[src/rtl/ifetcher_rcvbuf.sv]
// Receive buffer between the instruction-memory response path and decode-issue.
// Optional fall-through when empty is enabled with IFETCHER_RCVBUF_BYPASS_EN.
module ifetcher_rcvbuf #(
  parameter int IW     = 32,
  parameter int LANES  = 4,
  parameter int DEPTH  = 8,
  parameter int AW     = 3,
  parameter int AF_LVL = 6
) (
  input  logic                iClk,
  input  logic                resetN,
  input  logic                iClear,
  input  logic                iWE,
  input  logic [IW*LANES-1:0] iWD,
  input  logic                iWFault,
  input  logic                iRE,
  output logic [IW*LANES-1:0] oRD,
  output logic                oRFault,
  output logic                oEmpty,
  output logic                oFull,
  output logic                oAlmostFull,
  output logic [AW:0]         oCount,
  output logic                oOverflow,
  output logic                oUnderflow
);

  localparam int DW = IW * LANES;
  localparam logic [AW:0] AF_THR = (AW+1)'(AF_LVL);
  localparam logic [AW:0] ONE    = (AW+1)'(1);

  logic [DW-1:0]    mem_q [DEPTH];
  logic [DEPTH-1:0] fault_q;

  logic [AW:0] wptr_q, wptr_d;
  logic [AW:0] rptr_q, rptr_d;
  logic [AW:0] count_q, count_d;
  logic        ovf_q, ovf_d;
  logic        udf_q, udf_d;

  logic ptr_empty, ptr_full, bypass, wr_acc, rd_acc;

  // Wrap bit distinguishes full from empty when the index bits match.
  assign ptr_empty = (wptr_q == rptr_q);
  assign ptr_full  = (wptr_q[AW-1:0] == rptr_q[AW-1:0]) && (wptr_q[AW] != rptr_q[AW]);

`ifdef IFETCHER_RCVBUF_BYPASS_EN
  assign bypass = ptr_empty && iWE && !iClear;
`else
  assign bypass = 1'b0;
`endif

  always_comb begin
    wr_acc = iWE && !ptr_full && !iClear && !(bypass && iRE);
    rd_acc = iRE && !ptr_empty && !iClear;
    wptr_d = wptr_q;
    rptr_d = rptr_q;
    ovf_d  = ovf_q;
    udf_d  = udf_q;
    if (iClear) begin
      wptr_d = '0;
      rptr_d = '0;
      ovf_d  = 1'b0;
      udf_d  = 1'b0;
    end else begin
      if (wr_acc)
        wptr_d = wptr_q + ONE;
      if (rd_acc)
        rptr_d = rptr_q + ONE;
      if (iWE && ptr_full)
        ovf_d = 1'b1;
      if (iRE && ptr_empty && !bypass)
        udf_d = 1'b1;
    end
    count_d = wptr_d - rptr_d;
  end

  always_ff @(posedge iClk or negedge resetN) begin
    if (!resetN) begin
      wptr_q  <= '0;
      rptr_q  <= '0;
      count_q <= '0;
      ovf_q   <= 1'b0;
      udf_q   <= 1'b0;
    end else begin
      wptr_q  <= wptr_d;
      rptr_q  <= rptr_d;
      count_q <= count_d;
      ovf_q   <= ovf_d;
      udf_q   <= udf_d;
    end
  end

  // Line storage is deliberately left unreset; empty masks stale contents.
  always_ff @(posedge iClk) begin
    if (wr_acc) begin
      mem_q[wptr_q[AW-1:0]]   <= iWD;
      fault_q[wptr_q[AW-1:0]] <= iWFault;
    end
  end

  assign oRD         = bypass ? iWD : mem_q[rptr_q[AW-1:0]];
  assign oRFault     = bypass ? iWFault : fault_q[rptr_q[AW-1:0]];
  assign oEmpty      = ptr_empty && !bypass;
  assign oFull       = ptr_full;
  assign oAlmostFull = (count_q >= AF_THR);
  assign oCount      = count_q;
  assign oOverflow   = ovf_q;
  assign oUnderflow  = udf_q;

endmodule

[config.mk]
export PLATFORM = sky130hd
export DESIGN_NAME = ifetcher_rcvbuf
export DESIGN_NICKNAME = d
export VERILOG_FILES = /design/src/rtl/ifetcher_rcvbuf.sv
export SDC_FILE = /design/constraint.sdc
export NUM_CORES = 1
export LEC_CHECK = 0
export ABC_AREA = 0
export CORE_MARGIN = 2
export CORE_UTILIZATION = 30
export DETAILED_ROUTE_END_ITERATION = 10
export GPL_ROUTABILITY_DRIVEN = 1
export GPL_TIMING_DRIVEN = 1
export PLACE_DENSITY = 0.56
export SYNTH_ARGS = -nofsm -noshare
export SYNTH_HDL_FRONTEND = slang
export SYNTH_SLANG_ARGS = --single-unit
[constraint.sdc]
create_clock -name iClk -period 30.7 [get_ports iClk]
set_clock_uncertainty 0.15 [all_clocks]
set_input_delay 6.14 -clock iClk [delete_from_list [all_inputs] [get_ports iClk]]
set_output_delay 6.14 -clock iClk [all_outputs]
set_load 0.005 [all_outputs]
* Yosys cells after proc, flatten, opt, wreduce, memory -nomap -nowiden
Memories as Yosys holds them, arrays and structs flattened.
Index checks and enable logic that the tools add are counted.
** Storage, ports and cells
- Bits in registers :: 22
- Memory bits (writable) :: 1024
- Bits of input ports :: 134
- Memories kept :: 1
** Memory list
- mem_q :: depth 8, width 128, rd ports 1, clocked after memory_dff 0, wr ports 1, RTL line 31 : logic [DW-1:0] mem_q [DEPTH];
** Operators by class
- Add/subtract/negate cells :: 3
- $lt $le $gt $ge :: 4
- Equal/unequal tests :: 3
- Multiplexer cells :: 15
- Reductions and logical operators :: 13
** Operator list (number)
- 4-bit 2-to-1 mux :: 4
- 4-bit by 1-bit adder with 4-bit output, second input constant :: 2
- 8-bit bitwise mux :: 1
- 1-bit logical AND :: 8
- 3-bit by 4-bit < comparator with 1-bit output, second input constant :: 2
- 1-bit 2-to-1 mux :: 8
- 4-bit equality test :: 1
- 4-bit by 3-bit greater-or-equal comparator with 1-bit output, second input constant :: 1
- 2-bit nonzero test :: 2
- 4-bit subtractor :: 1
- 1-bit binary-select mux with 3-bit select :: 1
- 1-bit demux with 3-bit select :: 1
- 3-bit equality test :: 1
- 3-bit by 1-bit greater-or-equal comparator with 1-bit output, second input constant :: 1
- 1-bit zero test :: 3
- 1-bit != test :: 1

* Depth between registers and ports, before layout
Gate-level depths: netlist of the first run.
- Depth after elaboration :: 8
- Gate-level depth with buffers :: 11
- Mapped depth without buffers :: 9

* Least setup slack after synthesis of the first run
OpenSTA, ideal clock, no wires.
- Path kind :: input to register
- Start :: input port iClear
- End :: register fault_q[0] (enable)
- Library setup time :: 0.978 ns
- Data arrival time :: 19.730 ns
- Setup slack :: 9.841 ns
- Stages :: 3
- Path buffers :: 1
- Cell sequence :: clkbuf_1 > nor2_1 > nor4b_1
** Between the ends
- Cells in the longest elaborated chain, start to end :: 2
** Ends and longest elaborated chain
- from (decl) :: RTL line 12 : input logic iClear,
- 1-bit zero test :: RTL line 53 : wr_acc = iWE && !ptr_full && !iClear && !(bypass && iRE);
- 1-bit logical AND :: RTL line 53
- to (signal, indexed assignment) :: RTL line 97 : fault_q[wptr_q[AW-1:0]] <= iWFault;
- to (decl) :: RTL line 32 : logic [DEPTH-1:0] fault_q;
Every way passes these cells.
A chain may end at the register's enable or synchronous reset.

* Final worst setup path of the first run
- Start :: register rptr_q[0]
- End :: output port oRD[34]
** Between the ends
- Cells in the longest elaborated chain, start to end :: 1
** Ends and longest elaborated chain
- from (decl) :: RTL line 35 : logic [AW:0] rptr_q, rptr_d;
- from (signal assigned) :: RTL line 86 : rptr_q <= rptr_d;
- memory 8 x 128 bit
- to (decl) :: RTL line 17 : output logic [IW*LANES-1:0] oRD,
Every way passes these cells.

==> results of run 1 <==
## cell type report
type | count | area, um^2
clock buffer | 143 | 2940
clock inverter | 63 | 699
fill | 11838 | 83200
inverter | 4 | 15.0
multi-input combinational | 467 | 7910
sequential | 1046 | 31400
tap | 1755 | 2200
timing repair buffer | 311 | 3030
## worst paths after layout
path,end,cells after the start
worst max-delay path,oRD[34],5
worst min-delay path,oOverflow,2
worst max register to register,mem_q[5][101],6
worst min register to register,oOverflow,2
max in group asynchronous,rptr_q[1],1
min in group asynchronous,oOverflow,1
## per-layer routing
metal	vias up	part of all wire [%]
li1	7562	-
met1	9592	43
met2	395	50
met3	133	5.3
met4	16	2.1
met5	-	0.12
## power by group through the flow
stage                     clock network (mW)  registers [mW]  logic (mW)
after floorplan                            0            1.64       0.263
after global placement                     0            1.64       0.424
after detailed placement                   0            1.64       0.429
after CTS                               1.37            1.61       0.432
after global routing                    1.42            1.61       0.451
final                                   1.33            1.61       0.417
## flip-flops by register name (all words and copies together) (netlist names)
name and cells:
fault_q 8, rptr_q 4, oUnderflow 1, oCount 4
oOverflow 1, mem_q 1024, wptr_q 4
## cells by family after synthesis
family | after synthesis | synth area share (%)
multiplexers | 390 | 18.4
flip-flops | 1046 | 79.1
AO/OA/AOI/OAI | 21 | 0.392
buffers and inverters | 84 | 1.06
AND/OR/NAND/NOR | 41 | 0.575
adder cells (fa/ha/maj) | 6 | 0.209
XOR/XNOR | 9 | 0.199
## through the flow
step	utilization (%)	power [mW]	setup slack, ns	cell area, um^2	hold slack (ns)
3_3_place_gp	33.9	2.06	20.14	44500	0.334
5_1_grt	36.7	3.49	19.03	48100	0.400
3_5_place_dp	33.9	2.07	20.08	44500	0.345
2_1_floorplan	-	1.90	9.84	39600	0.336
6_report	36.7	3.35	19.50	48100	0.356
4_1_cts	36.7	3.41	19.23	48100	0.360
## synthesized netlist by cell type, drive strengths merged, types with 2 or more instances
| cell | count |
|---|---|
| nor4 | 5 |
| nand2 | 5 |
| xor2 | 7 |
| a311oi | 2 |
| and4 | 2 |
| nor2 | 11 |
| mux2i | 2 |
| mux4 | 258 |
| nor3 | 2 |
| xnor2 | 2 |
| a21oi | 5 |
| a31oi | 2 |
| clkbuf | 38 |
| inv | 4 |
| o41ai | 3 |
| ha | 5 |
| and3 | 2 |
| mux2 | 130 |
| o21ai | 2 |
| edfxtp | 1032 |
| or2 | 3 |
| nor2b | 2 |
| nand4 | 2 |
| buf | 42 |
| nor4b | 2 |
| or3 | 2 |
| dfrtp | 14 |
## critical path, delay by kind of cell (launching register included)
family                 cells  cell delay (ns)
buffers and inverters      3             1.95
DFF                        1             1.00
muxes                      2             0.87
==> flow_summary.ini, run 1 <==
[grt]
met2_layer_usage_reported_by_global_route_pct = 21.6
grt-ovfl-total = 0
wire_length_of_the_first_global_routing_pass_um = 128000
globalRouteMet3Util_pct = 3.26
grt_busiest_layer = met2
grt_antenna_before_repair = 9
gr-usage-all-layers_pct = 12.9
first_global_vias = 19236
grt_util_met1_pct = 16.4
grt_start_max_net_pins = 101

[critical_path]
timing.critical_path.from_type = flip-flop
crit_path_end_kind = primary output
worst_path_largest_cell_delay_ns = 1.00
critPathMaxFanout = 100
worst_ep_required_time_ns = 24.41
cpMaxStageDelayCell = dfrtp_4
crit-reg2reg-launch = rptr_q[0]
critical_path_class = reg -> out
timing.critical_path.from = rptr_q[0]
crit_path_cell_trace = buf_12, buf_4, mux4_2, mux2_2, clkdlybuf4s50_1
cp.arrival_ns = 4.91
r2r_setup_slk_ns = 26.44

[cells_and_area]
antenna_cells = 0
final_layout_size_suffix_gt1_share_pct = 29.4
layout.cells.most_common_list = edfxtp_1 (1,032), clkdlybuf4s50_1 (271), mux4_2 (258), mux2_2 (129), clkbuf_16 (113)
fin_nets = 2081
area.growth.synth_to_final_pct = 21.5
layout_commonest_cell = edfxtp_1
finish.cell_count_without_fillers = 3789

[synth]
synth_sequential_area_ratio_pct = 79.1
synth_flop_cell = edfxtp_1
synth_area_um2 = 39600
proportion_of_register_bits_with_asynchronous_set_or_reset_after_synthesis_pct = 1.34
synth-warning-count = 0
synth_edf_count = 1032
yosys.area.top_type_share_pct = 78.2
largest_area_contributor_in_the_synthesized_netlist = edfxtp_1
synth_cell_types = 45
postSynthNetCount = 1737
netlist_top_cells_area = edfxtp_1 (78%), mux4_2 (15%), mux2_2 (3.7%), dfrtp_1 (0.88%), clkbuf_1 (0.36%)
syn-instance-count = 1597
synth-seq-cells = 1046
avgSynthCellArea_um2 = 24.8

[min_path]
hp-class = reg -> reg
hold_path_startpoint = oOverflow

[job]
drv_cap = 0

[die]
coreArea_um2 = 131000
io_pins = 272
dieHeight_um = 367
initial_utilization_pct = 30.2
die_width_um = 367
placementRows = 133
fp.dieArea_um2 = 135000

[route]
dr_total_vias = 17698
drc_errors = 0
first_pass_iters = 7
route.detailed.wl_per_inst_um = 23.1
drt_iter0_drc = 1188
via_per_inst = 4.67
wirelength_um = 87500
detail-route-antenna-nets = 0

[sta]
max_slew_margin_pct = 32.6
worst_pin_slew_ns = 1.01
totalNegativeSetupSlack_ns = 0
period_minus_slack_ns = 11.20
grt_setup_unrepaired = no
clock.fmax_ghz = 0.0893
timing.final.crit_share_pct = 36.5
final_hold_viol_count = 0
setup_violations = 0
final_max_slew_viol_count = 0

[power_and_ir_drop]
max-vdd-ir-drop_mv = 0.0470
p_int_mw = 2.63
power.net_switching_uw = 729
leakagePower_nw = 14.6
power_density_nw_per_um2 = 69.7
power.combinational.fraction_pct = 12.4
p_seq_share_pct = 48.0
clkPwrFrac_pct = 39.6
switching_fraction_pct = 21.7

[clocking]
cts_resized = 0
cts_max_level = 3
ctsLongestPathBuffers = 3
clock_sink_count = 1046
later_pin_clock_latency_in_the_skew_report_ns = 0.72
clockRootBuffer = clkbuf_16
tritoncts = yes
cts_post_setup_buffers_inserted = 0
clkTransAtPathRegs_ns = 0.06
holdBufCountCts = 0
numCtsBuffers = 111

[placed_design]
dp_hpwl_um = 46700
numPortBuffers = 271
place_congestion = 0.713
dpl.cell_count = 3583

[run_status]
status = finished, final reports clean
(Power assumes the default switching activity.)
==> run 2, diff against run 1 <==
==> constraint.sdc (replaced) <==
create_clock -name iClk -period 10.7 [get_ports iClk]
set_clock_uncertainty 0.15 [all_clocks]
set_input_delay 2.14 -clock iClk [delete_from_list [all_inputs] [get_ports iClk]]
set_output_delay 2.14 -clock iClk [all_outputs]
set_load 0.005 [all_outputs]
==> flow_summary.ini, run 2 (synthesis results as in run 1) <==
[cells_and_area]
postLayoutCellArea_um2 = 48200
layout.cells.most_common_list = edfxtp_1 (1,032), clkdlybuf4s50_1 (271), mux4_2 (258), mux2_2 (129), clkbuf_16 (111)
fin_nets = 2078
layout_commonest_cell = edfxtp_1
area.growth.synth_to_final_pct = 21.7
final_layout_size_suffix_gt1_share_pct = 29.6
largest_register_ffs = 1024
n_fill_cell = 11799

[route]
route.detailed.wl_per_inst_um = 22.9
dr_total_vias = 17532
detail-route-antenna-nets = 0
drt_iter0_drc = 1253
first_pass_iters = 5
wirelength_um = 86700
drc_errors = 0
via_per_inst = 4.63

[grt]
wire_length_of_the_first_global_routing_pass_um = 128000
grt_antenna_before_repair = 8
gr-usage-all-layers_pct = 12.8
grt_start_max_net_pins = 130
grt_busiest_layer = met2
met2_layer_usage_reported_by_global_route_pct = 21.1
globalRouteMet3Util_pct = 3.45
grt-ovfl-total = 0
grt_util_met1_pct = 16.6
first_global_vias = 19096

[clocking]
later_pin_clock_latency_in_the_skew_report_ns = 0.74
clkTransAtPathRegs_ns = 0.06
cts_max_level = 3
holdBufCountCts = 0
cts_resized = 0
cts_post_setup_buffers_inserted = 0
clockRootBuffer = clkbuf_16
tritoncts = yes
numCtsBuffers = 111
ctsLongestPathBuffers = 3
clock_sink_count = 1046

[min_path]
hp-class = reg -> reg

[critical_path]
cp.arrival_ns = 4.29
critical_path_class = reg -> out
critPathMaxFanout = 93
timing.critical_path.from_type = flip-flop
worst_ep_required_time_ns = 8.41
crit_path_end_kind = primary output
cpMaxStageDelayCell = dfrtp_4
worst_path_largest_cell_delay_ns = 0.86
r2r_setup_slk_ns = 5.94
crit_path_cell_trace = buf_12, buf_4, mux4_2, mux2_2, clkdlybuf4s50_1

[sta]
grt_setup_unrepaired = no
finalWorstSetupSlack_ns = 4.12
final_max_slew_viol_count = 0
timing.final.crit_share_pct = 61.5
final.hold.worst_slack_ns = 0.366
final_hold_viol_count = 0
setup_violations = 0
period_minus_slack_ns = 6.58
clock.fmax_ghz = 0.152
max_slew_margin_pct = 25.3
totalNegativeSetupSlack_ns = 0
worst_pin_slew_ns = 1.12

[placed_design]
post_dp_cell_area_um2 = 44500
place_congestion = 0.706
numPortBuffers = 271
dp_slack_ns = 4.69
dp_hpwl_um = 46000

[die]
fp.dieArea_um2 = 135000
coreArea_um2 = 131000
initial_utilization_pct = 30.2
die_width_um = 367
placementRows = 133
dieHeight_um = 367
io_pins = 272

[power_and_ir_drop]
max-vdd-ir-drop_mv = 0.160
power_density_nw_per_um2 = 199
leakagePower_nw = 14.6

[run_status]
status = finished, final reports clean

[job]
drv_cap = 0
[run 2: cell count changes in the layout (fill, tap and decap cells not counted), moves of 3 or more]
| cell | before | now |
|---|---|---|
| buf_12 | 1 | 4 |
| buf_4 | 39 | 33 |
| bufinv_16 | 13 | 9 |
| clkbuf_1 | 30 | 27 |
| clkbuf_8 | 0 | 4 |
| clkinv_16 | 1 | 4 |
| clkinv_2 | 14 | 17 |
[run 2: layout make-up]
| class | instances | area (um^2) | area share, % |
|---|---|---|---|
| Antenna cell | 1 | 2.50 | 0.00519 |
| Clock buffer | 142 | 2930 | 6.09 |
| Clock inverter | 66 | 706 | 1.46 |
| Inverter | 4 | 15.0 | 0.0312 |
| Multi-Input combinational cell | 467 | 7950 | 16.5 |
| Sequential cell | 1046 | 31400 | 65.1 |
| Tap cell | 1755 | 2200 | 4.56 |
| Timing Repair Buffer | 308 | 3040 | 6.31 |
[run 2: worst max-delay path, delay by kind of cell (launching register included)]
family	cells	cell delay [ns]
buffers and inverters	3	1.68
flip-flops	1	0.86
multiplexers	2	0.84
[run 2: power breakdown]
part,internal (mW),total (mW),switching [mW]
sequential,4.57,4.61,0.0449
combinational,0.716,1.21,0.498
clock,2.17,3.78,1.61
[run 2: per-stage QoR]
step                util (%)  total power, mW  instances
finish                  36.7             9.61       3789
global route            36.7             10.0       3788
CTS                     36.7             9.78       3788
detailed placement      33.9             5.95       3580
global placement        33.9             5.94       3580
floorplan                  -             5.44       1597
[run 2: per-layer routing]
metal | vias to the layer above | wire, um
met3 | 125 | 4950
li1 | 7547 | -
met4 | 14 | 1850
met1 | 9462 | 37400
met5 | - | 99
met2 | 384 | 42400
[run 2: worst paths after layout]
check / from / to / cells after the start
min reg2reg: oUnderflow / oUnderflow / 2
max reg2reg: rptr_q[1] / mem_q[5][44] / 8
max: rptr_q[0] / oRD[21] / 5
min: oUnderflow / oUnderflow / 2
min in group asynchronous: resetN / rptr_q[0] / 1
max in group asynchronous: resetN / rptr_q[1] / 1
